`config.mk`:
```
export PLATFORM = sky130hd
export DESIGN_NAME = z80_reset_sequencer
export DESIGN_NICKNAME = d
export VERILOG_FILES = /design/src/rtl/z80_reset_sequencer.sv
export SDC_FILE = /design/constraint.sdc
export NUM_CORES = 1
export LEC_CHECK = 0
export ABC_AREA = 1
export CORE_AREA = 8 8 45 47
export DETAILED_ROUTE_END_ITERATION = 7
export DIE_AREA = 0 0 53 55
export HOLD_SLACK_MARGIN = 0.02
export PLACE_DENSITY = 0.52
export SLEW_MARGIN = 15
export SYNTH_ARGS = -nofsm -noshare
export SYNTH_HDL_FRONTEND = slang
export SYNTH_SLANG_ARGS = --single-unit
```
`constraint.sdc`:
```
create_clock -name i_clk -period 1.04 [get_ports i_clk]
set_input_delay 0.208 -clock i_clk [delete_from_list [all_inputs] [get_ports i_clk]]
set_output_delay 0.208 -clock i_clk [all_outputs]
set_load 0.05 [all_outputs]
```
`src/rtl/z80_reset_sequencer.sv`:
```
// z80_reset_sequencer
// Generates the divided Z80 clock and drives the Z80 /RESET pin.
// /RESET is held low for HOLD_CYCLES complete Z80 clock periods after
// power-on (i_reset_n) or after a debounced front-panel button press.
// It is released on a falling edge of the Z80 clock.
// Optional feature macro: BUTTON_RESET_EN. When it is undefined, the
// button path is not built and only the power-on sequence runs.
module z80_reset_sequencer #(
  parameter int CLK_DIV        = 4,
  parameter int CLK_DIV_WIDTH  = 3,
  parameter int HOLD_CYCLES    = 4,
  parameter int HOLD_WIDTH     = 4,
  parameter int DEBOUNCE_COUNT = 50000,
  parameter int DEBOUNCE_WIDTH = 16
) (
  input  logic i_clk,
  input  logic i_reset_n,
  input  logic i_button_n,
  output logic o_z80_clk,
  output logic o_z80_reset_n,
  output logic o_ready
);

  localparam logic [CLK_DIV_WIDTH-1:0] DIV_HALF_M1 = CLK_DIV_WIDTH'(CLK_DIV / 2 - 1);
  localparam logic [CLK_DIV_WIDTH-1:0] DIV_LAST    = CLK_DIV_WIDTH'(CLK_DIV - 1);
  localparam logic [HOLD_WIDTH-1:0]    HOLD_LAST   = HOLD_WIDTH'(HOLD_CYCLES - 1);

  typedef enum logic [0:0] {
    ST_HOLD = 1'b0,
    ST_RUN  = 1'b1
  } state_e;

  logic [CLK_DIV_WIDTH-1:0] div_cnt_q;
  logic [CLK_DIV_WIDTH-1:0] div_cnt_d;
  logic                     z80_clk_q;
  logic                     period_done_s;

  state_e                   state_q;
  logic [HOLD_WIDTH-1:0]    hold_cnt_q;
  logic                     z80_reset_n_q;
  logic                     ready_q;

  logic                     btn_stable_s;
  logic                     press_s;

  // Divider next-state: free-running count that wraps at the end of a Z80 period
  always_comb begin
    period_done_s = (div_cnt_q == DIV_LAST);
    if (period_done_s) begin
      div_cnt_d = '0;
    end else begin
      div_cnt_d = div_cnt_q + CLK_DIV_WIDTH'(1);
    end
  end

  // Divider and Z80 clock: rises mid-period, falls on period completion
  always_ff @(posedge i_clk) begin
    if (!i_reset_n) begin
      div_cnt_q <= '0;
      z80_clk_q <= 1'b0;
    end else begin
      div_cnt_q <= div_cnt_d;
      if (div_cnt_q == DIV_HALF_M1) begin
        z80_clk_q <= 1'b1;
      end else if (period_done_s) begin
        z80_clk_q <= 1'b0;
      end else begin
        z80_clk_q <= z80_clk_q;
      end
    end
  end

`ifdef BUTTON_RESET_EN
  localparam logic [DEBOUNCE_WIDTH-1:0] DEB_LAST = DEBOUNCE_WIDTH'(DEBOUNCE_COUNT - 1);

  logic                      sync1_q;
  logic                      sync2_q;
  logic [DEBOUNCE_WIDTH-1:0] deb_cnt_q;
  logic                      btn_stable_q;
  logic                      stable_dly_q;
  logic                      press_q;

  // Button path: synchronise, debounce, and flag the press (1->0 of stable level)
  always_ff @(posedge i_clk) begin
    if (!i_reset_n) begin
      sync1_q      <= 1'b1;
      sync2_q      <= 1'b1;
      deb_cnt_q    <= '0;
      btn_stable_q <= 1'b1;
      stable_dly_q <= 1'b1;
      press_q      <= 1'b0;
    end else begin
      sync1_q      <= i_button_n;
      sync2_q      <= sync1_q;
      if (sync2_q != btn_stable_q) begin
        if (deb_cnt_q == DEB_LAST) begin
          btn_stable_q <= sync2_q;
          deb_cnt_q    <= '0;
        end else begin
          deb_cnt_q    <= deb_cnt_q + DEBOUNCE_WIDTH'(1);
        end
      end else begin
        deb_cnt_q <= '0;
      end
      stable_dly_q <= btn_stable_q;
      press_q      <= stable_dly_q & ~btn_stable_q;
    end
  end

  assign btn_stable_s = btn_stable_q;
  assign press_s      = press_q;
`else
  // Button input is deliberately ignored in this build.
  logic                      unused_btn_s;
  logic [DEBOUNCE_WIDTH-1:0] unused_deb_s;

  assign unused_btn_s = i_button_n;
  assign unused_deb_s = DEBOUNCE_WIDTH'(DEBOUNCE_COUNT);
  assign btn_stable_s = 1'b1;
  assign press_s      = 1'b0;
`endif

  // Reset FSM: counts completed Z80 periods in HOLD, releases /RESET on the last one
  always_ff @(posedge i_clk) begin
    if (!i_reset_n) begin
      state_q       <= ST_HOLD;
      hold_cnt_q    <= '0;
      z80_reset_n_q <= 1'b0;
      ready_q       <= 1'b0;
    end else begin
      case (state_q)
        ST_HOLD: begin
          z80_reset_n_q <= 1'b0;
          ready_q       <= 1'b0;
          if (press_s || !btn_stable_s) begin
            // Press beats a coincident final completion; a held button freezes the count
            hold_cnt_q <= '0;
          end else if (period_done_s) begin
            if (hold_cnt_q == HOLD_LAST) begin
              state_q       <= ST_RUN;
              hold_cnt_q    <= '0;
              z80_reset_n_q <= 1'b1;
              ready_q       <= 1'b1;
            end else begin
              hold_cnt_q <= hold_cnt_q + HOLD_WIDTH'(1);
            end
          end else begin
            hold_cnt_q <= hold_cnt_q;
          end
        end
        ST_RUN: begin
          if (press_s) begin
            state_q       <= ST_HOLD;
            hold_cnt_q    <= '0;
            z80_reset_n_q <= 1'b0;
            ready_q       <= 1'b0;
          end else begin
            z80_reset_n_q <= 1'b1;
            ready_q       <= 1'b1;
          end
        end
        default: begin
          state_q       <= ST_HOLD;
          hold_cnt_q    <= '0;
          z80_reset_n_q <= 1'b0;
          ready_q       <= 1'b0;
        end
      endcase
    end
  end

  assign o_z80_clk     = z80_clk_q;
  assign o_z80_reset_n = z80_reset_n_q;
  assign o_ready       = ready_q;

endmodule

```
Yosys cells after proc, flatten, opt, wreduce, memory -nomap -nowiden
Cells that the tools add are included.
W data, S select, Z words.

operators by class
  $add $sub $neg = 2
  equality and inequality tests = 4
  mux-type cells = 8
  bitwise gates (word level) = 2
  reductions and logical operators = 3

operators by type and width
  operator               count
  $mux W4                3
  $add A4 B1 Y4 const B  1
  $eq A4 B2 Y1 const B   1
  $mux W1                4
  $add A3 B1 Y3 const B  1
  $eq A3 B1 Y1 const B   1
  $eq A3 B2 Y1 const B   1
  $ne A2 B2 Y1 const B   1
  $not A1 Y1             2
  $pmux W1 S2            1
  $reduce_and A2 Y1      1
  $reduce_bool A2 Y1     1
  $reduce_or A2 Y1       1

word-level totals
  register bits = 9
  bits of input ports = 3
  output and inout bits = 3
  word-level logic and storage cells = 23

Logic depth before layout (Yosys ltp)
Gate-level depths: netlist of run 1.

  word-level depth = 4
  mapped depth = 7
  depth with buffers taken out = 7

Worst setup path before layout of run 1
No wires, ideal clock.

  path type = flip-flop to flip-flop
  start = register, netlist name o_ready
  end = register hold_cnt_q[0]
  library setup time = 0.116 ns
  arrival time = 1.069 ns
  slack = -0.145 ns
  stages on the path, launching flop included = 5
  path through = dfxtp_1 inv_1 nand2_2 xor2_1 nor2_1

RTL lines
  element                 line  source
  end signal: assignment  145   hold_cnt_q <= hold_cnt_q + HOLD_WIDTH'(1);
  end signal: assignment  148   hold_cnt_q <= hold_cnt_q;
  end: declaration        39    logic [HOLD_WIDTH-1:0] hold_cnt_q;

Worst setup path in the final report of run 1
  start = register div_cnt_q[1]
  end = register hold_cnt_q[3]

on the way
  longest elaborated chain between the ends = 3

RTL lines
  element                      line  source
  start: declaration           33    logic [CLK_DIV_WIDTH-1:0] div_cnt_q;
  start signal: assignment     62    div_cnt_q <= div_cnt_d;
  $eq A3 B2 Y1                 48    period_done_s = (div_cnt_q == DIV_LAST);
  $ne A2 B2 Y1 (no line)       -
  $reduce_and A2 Y1 (no line)  -

Every way passes these cells.
A chain may end at the register's enable or synchronous reset.

==> results of run 1 <==
power groups by stage:
stage               registers, W  logic (W)  clock network [W]
finish                  0.000392   0.000163           0.000273
global route            0.000395   0.000180           0.000304
CTS                     0.000392   0.000157           0.000292
detailed placement      0.000400   0.000154                  0
global placement        0.000399   0.000154                  0
floorplan               0.000415  0.0000750                  0
sequential cells by signal, summed over array words and instances (netlist names):
register,count
hold_cnt_q,4
div_cnt_q,3
o_ready,1
o_z80_clk,1
how the worst max path moves through the flow:
stage,endpoint,slack (ps),startpoint,cells after the start
global route,hold_cnt_q[3],-130,div_cnt_q[1],7
floorplan,hold_cnt_q[3],-4,div_cnt_q[0],7
detailed placement,div_cnt_q[0],-130,i_reset_n,4
global placement,div_cnt_q[1],-130,i_reset_n,4
finish,hold_cnt_q[3],-30,div_cnt_q[1],7
CTS,div_cnt_q[0],-40,div_cnt_q[1],4
cell families (layout without fill, tap and decap cells):
family | after synthesis | after routing | synth area share, %
AOI/OAI and AO/OA | 5 | 5 | 5.95
xor gates and xnor gates | 1 | 1 | 2.08
adders and majority gates | 5 | 5 | 14.9
buffers and inverters | 8 | 21 | 8.04
DFF | 9 | 9 | 42.9
and+or+nand+nor | 23 | 23 | 26.2
placed cells by master (no fill, tap or decap), drive strengths merged:
cell type / count
a21oi: 3
nor3: 1
clkbuf: 4
xor2: 1
nand2: 9
ha: 5
buf: 9
nor2: 10
or2: 1
o21ai: 2
nand3: 2
inv: 7
dfxtp: 9
clkdlybuf4s50: 1
per-layer routing:
layer,GRT usage [%],vias up,share of wire [%]
met1,5.65,143,42
met2,10.4,5,51
met4,2.59,0,0
met3,5.61,0,6.5
li1,-,184,-
met5,0,-,0
worst min-delay path, stage by stage, from the launching register on:
cell and delay [ps]:
dfxtp_2 340, nor2_1 50, nor2_1 80
cells in the mapped netlist (2+ instances only):
master   n  area share (%)
nor2_1   7             6.3
nor2_2   3             4.5
a21oi_1  3             3.6
o21ai_0  2             2.4
dfxtp_1  9              43
ha_1     5              15
nand3_1  2             2.4
nand2_1  8             7.1
inv_1    6             5.4
repair_timing:
action	CTS	global route
setup endpoints to repair	7	10
gates resized for setup	3	2
pin swaps	2	1
buffers inserted	0	1
hold buffers	0	0
stage by stage:
step / setup slack [ps] / total power (W) / cell area, um2 / TNS [ps]
after global placement: -132 / 0.000553 / 577 / -581
after CTS: -42.1 / 0.000842 / 606 / -206
after detailed placement: -127 / 0.000554 / 577 / -539
final: -29.4 / 0.000828 / 614 / -77.9
after floorplan: -3.71 / 0.000490 / 457 / -3.71
after global routing: -127 / 0.000880 / 614 / -510
cell type report:
cell class / count / area share (%)
clock buffer: 4 / 4.28
inverter: 7 / 4.28
multi-input combinational: 34 / 39.3
sequential: 9 / 30.1
tap: 16 / 3.26
timing repair buffer: 10 / 18.7
==> flow_summary.ini, run 1 <==
[global_routing]
grt_max_degree = 6
grt_pass1_wl_mm = 1.27
antenna_found_initial = 0
track_usage_pct = 6.40
grt_pass1_vias = 316
grt-ovfl-total = 0

[worst_setup_path]
path_buf_inv = 0
crit_path_end_kind = flop
crit_family = flip-flops
regToRegEndpoint = hold_cnt_q[3]
r2r_cells = 7
cp_cell_sequence = ha_4 > ha_4 > nand3_2 > nor2_2 > nand2_1 > nand2_1 > nor2_1
path_class = reg -> reg
worstPathArrival_ps = 1230
r2r_start = div_cnt_q[1]
crit_path_start_kind = flop
cpPeakStageDelay_ps = 350
cpMaxStageDelayCell = dfxtp_2
path_max_fanout = 3
reg2reg_slack_ps = -30
crit_required_ps = 1200

[hold_path]
min-delay-start = hold_cnt_q[1]
hold_depth = 2
min_to = hold_cnt_q[1]
hold_path.class = reg -> reg

[timing]
fmax_ghz = 0.935
rsz0062_at_grt = true
finalSetupViolations = 6
post-route-period-util_pct = 103
maxSlewViolCount = 0
tightest_slew_ps = 169
slew_headroom_pct = 88.7
fin_crit_ps = 1070
setup_ws_ps = -29.4
skew_ps = 6.79
hold_ws_ps = 499
hold_viol = 0

[floorplanning]
die_x_um = 53
coreArea_um2 = 1380
initial_core_util_pct = 30.4
die_area_um2 = 2920
rows = 14
die_h_um = 55
ioPinCount = 6

[detailed_routing]
avgViaCountPerCell = 4.15
drtIter0Drc = 4
first_pass_iters = 4
vias = 332
wl_per_cell_um = 9.18
drc = 0
routed_wirelength_um = 734
ant_nets = 0

[power]
power_density_nw_per_um2 = 1350
power_switching_share_pct = 26.7
clkPwrFrac_pct = 32.9
p_int_w = 0.000607
seqPwrFrac_pct = 47.4
p_leak_nw = 0.255
ir_drop_mv = 0.727
p_switching_w = 0.000221
power_frac_comb_pct = 19.7

[placed_design]
gp_congestion = 0.756
portBuffers = 4
hpwl_um = 602
place_inst = 75

[logic_synthesis]
ys.flop_type = dfxtp_1
syn_area_um2 = 420
synth_edf_count = 0
synthArstFlopShare_pct = 0
netlist_instances = 51
yosysUniqueCellTypes = 15
syn_nets = 59
synth.avg_cell_area_um2 = 8.24
ys_seq_area_share_pct = 42.9
ys.warnings.count = 0
ys_ff_latch = 9

[cells_and_area]
utilization_pct = 44.4
seqCellArea_um2 = 185
drive_above_1_share_pct = 45.3
multi_input_area_um2 = 241
fill_cells = 132
fin_cells = 80
nets = 73
antenna_cells = 0
area_growth_syn_to_layout_pct = 46.1

[status]
violations = negative setup slack
status = complete, but fails checks

[cts]
cts-root-buf = clkbuf_4
clock-sinks = 9
cts.clk_slew.worst_paths_ps = 60
cts_buffers = 3
clockBufferDepth = 2
cts_tree = built
clkLatencyLatePin_ps = 260
htreeDepth = 1

[flow_run]
maxCapViolations = 0
No activity file was read; power rests on OpenSTA's default activity.
==> run 2: changes to the inputs <==
--- a/config.mk
+++ b/config.mk
@@ -9,8 +9,9 @@
 export CORE_AREA = 8 8 45 47
 export DETAILED_ROUTE_END_ITERATION = 7
 export DIE_AREA = 0 0 53 55
+export DONT_BUFFER_PORTS = 1
 export HOLD_SLACK_MARGIN = 0.02
-export PLACE_DENSITY = 0.52
+export PLACE_DENSITY = 0.46
 export SLEW_MARGIN = 15
 export SYNTH_ARGS = -nofsm -noshare
 export SYNTH_HDL_FRONTEND = slang
==> constraint.sdc (replaced) <==
create_clock -name i_clk -period 1.04 [get_ports i_clk]
set_input_delay 0.208 -clock i_clk [delete_from_list [all_inputs] [get_ports i_clk]]
set_output_delay 0.208 -clock i_clk [all_outputs]
set_load 0.01 [all_outputs]
==> run 2 against run 1 <==
The run still ends with negative setup slack left. Fmax is 0.74% lower. Global-route usage is 0.34 points lower. Register-to-register slack hardly changed. Cell count is 7.5% lower. Worst hold slack worse by 430 ps. Sequential power hardly changed. Sequential share of layout area is 4.9 points higher. Clock-buffer cell count stayed put. Cell area is 14% lower. Combinational power is 36% lower.
==> flow_summary.ini, run 2 (same netlist as run 1, synthesis figures left out) <==
[worst_setup_path]
startpoint = div_cnt_q[1]
worstPathArrival_ps = 1230
cp_cell_sequence = ha_4 > ha_4 > nand2_2 > xor2_1 > nor2_1
cpPeakStageDelay_ps = 330
crit_path_end_kind = flop
path_buf_inv = 0
crit_family = flip-flops
r2r_start = div_cnt_q[1]
crit_required_ps = 1190
path_max_fanout = 4
path_class = reg -> reg
cpMaxStageDelayCell = dfxtp_2
crit_path_start_kind = flop
crit_top_cell = ha_4

[floorplanning]
die_h_um = 55
initial_core_util_pct = 30.4
die_x_um = 53
rows = 14
die_area_um2 = 2920
ioPinCount = 6
coreArea_um2 = 1380

[global_routing]
grt-ovfl-total = 0
antenna_found_initial = 0
grt_pass1_vias = 315
track_usage_pct = 6.07
grt_max_degree = 6
grt_pass1_wl_mm = 1.24

[cts]
htreeDepth = 1
cts.clk_slew.worst_paths_ps = 60
clock-sinks = 9
cts_tree = built
cts-root-buf = clkbuf_4
clkLatencyLatePin_ps = 260
clockBufferDepth = 2
post_cts_buffers = 0
cts_buffers = 3

[timing]
post-route-period-util_pct = 104
fmax_ghz = 0.928
hold_viol = 0
tightest_slew_ps = 163
slew_headroom_pct = 89.0
finalSetupViolations = 7
skew_ps = 4.91
maxSlewViolCount = 0
setup_ws_ps = -37.3
rsz0062_at_grt = true
fin_crit_ps = 1080

[cells_and_area]
utilization_pct = 38.0
nets = 67
regMostFlops = hold_cnt_q
antenna_cells = 0
top_regs = hold_cnt_q (4), div_cnt_q (3)
area_growth_syn_to_layout_pct = 25.0
largest_reg_flops = 4
final_common_cell = nand2_1
drive_above_1_share_pct = 37.9
fin_cells = 74
layout_common_cells = 8 x nand2_1, 6 x nor2_1, 6 x dfxtp_1

[detailed_routing]
drc = 0
avgViaCountPerCell = 4.38
vias = 324
drtIter0Drc = 4
wl_per_cell_um = 9.32
ant_nets = 0
first_pass_iters = 2
routed_wirelength_um = 690

[power]
ir_drop_mv = 0.650
power.total_w = 0.000763
power_density_nw_per_um2 = 1450
p_leak_nw = 0.218

[hold_path]
hold_path.class = in -> reg
min-delay-start = i_reset_n

[placed_design]
hpwl_um = 562
gp_congestion = 0.647
portBuffers = 0
place_inst = 70
pre_cts_ws_ps = -81.9

[status]
violations = negative setup slack
status = complete, but fails checks

[flow_run]
maxCapViolations = 0
[run 2: cell types whose count changed in the layout (fill, tap and decap cells not counted), sizes merged]
cell,before,now
buf,9,4
clkdlybuf4s50,1,0
[run 2: path summary, 6_finish.rpt]
kind | end | slack (ps) | cells after the start
setup / recovery | hold_cnt_q[0] | -40 | 5
hold / removal | hold_cnt_q[3] | 70 | 2
setup reg to reg | hold_cnt_q[0] | -40 | 5
hold reg to reg | hold_cnt_q[1] | 500 | 2
[run 2: per-layer routing]
metal  vias to the layer above  wire, um  part of all wire (%)  global-route usage (%)
li1                        169         -                     -                       -
met1                       151       288                    42                    6.09
met2                         2       356                    52                    9.18
met3                         2        36                   5.2                    2.41
met4                         0         9                   1.3                    6.47
met5                         -         0                     0                       0
[run 2: metrics by stage]
stage | setup TNS [ps] | cell area, um2 | hold slack (ps)
6_report | -155 | 526 | 72.2
5_1_grt | -603 | 526 | 76.2
4_1_cts | -243 | 524 | 60.4
3_5_place_dp | -236 | 490 | 341
3_3_place_gp | -178 | 490 | 336
2_1_floorplan | -8.70 | 448 | 328
[run 2: cell type report]
| type | instances | area (um2) |
|---|---|---|
| inverter | 7 | 26.3 |
| multi-input combinational | 34 | 239 |
| fill | 158 | 858 |
| timing repair buffer | 4 | 30.0 |
| sequential | 9 | 184 |
| tap | 16 | 20.0 |
| clock buffer | 4 | 26.3 |
[run 2: where the power goes]
| part | leakage [nW] | total, W | internal (W) | switching, W |
|---|---|---|---|---|
| Clock | 0.0150 | 0.000268 | 0.000148 | 0.000120 |
| Sequential | 0.0744 | 0.000392 | 0.000372 | 0.0000198 |
| Combinational | 0.128 | 0.000104 | 0.0000525 | 0.0000510 |
[run 2: what timing repair did]
item,4_1_cts,5_1_grt
setup endpoints to repair,7,8
hold buffers,0,0
gates resized for setup,3,2
pin swaps,2,1
[run 2: worst register-to-register path, cell delays in order (launching register included)]
cell     delay, ps
dfxtp_2        330
ha_4           160
ha_4           160
nand2_2        110
xor2_1         150
nor2_1          60
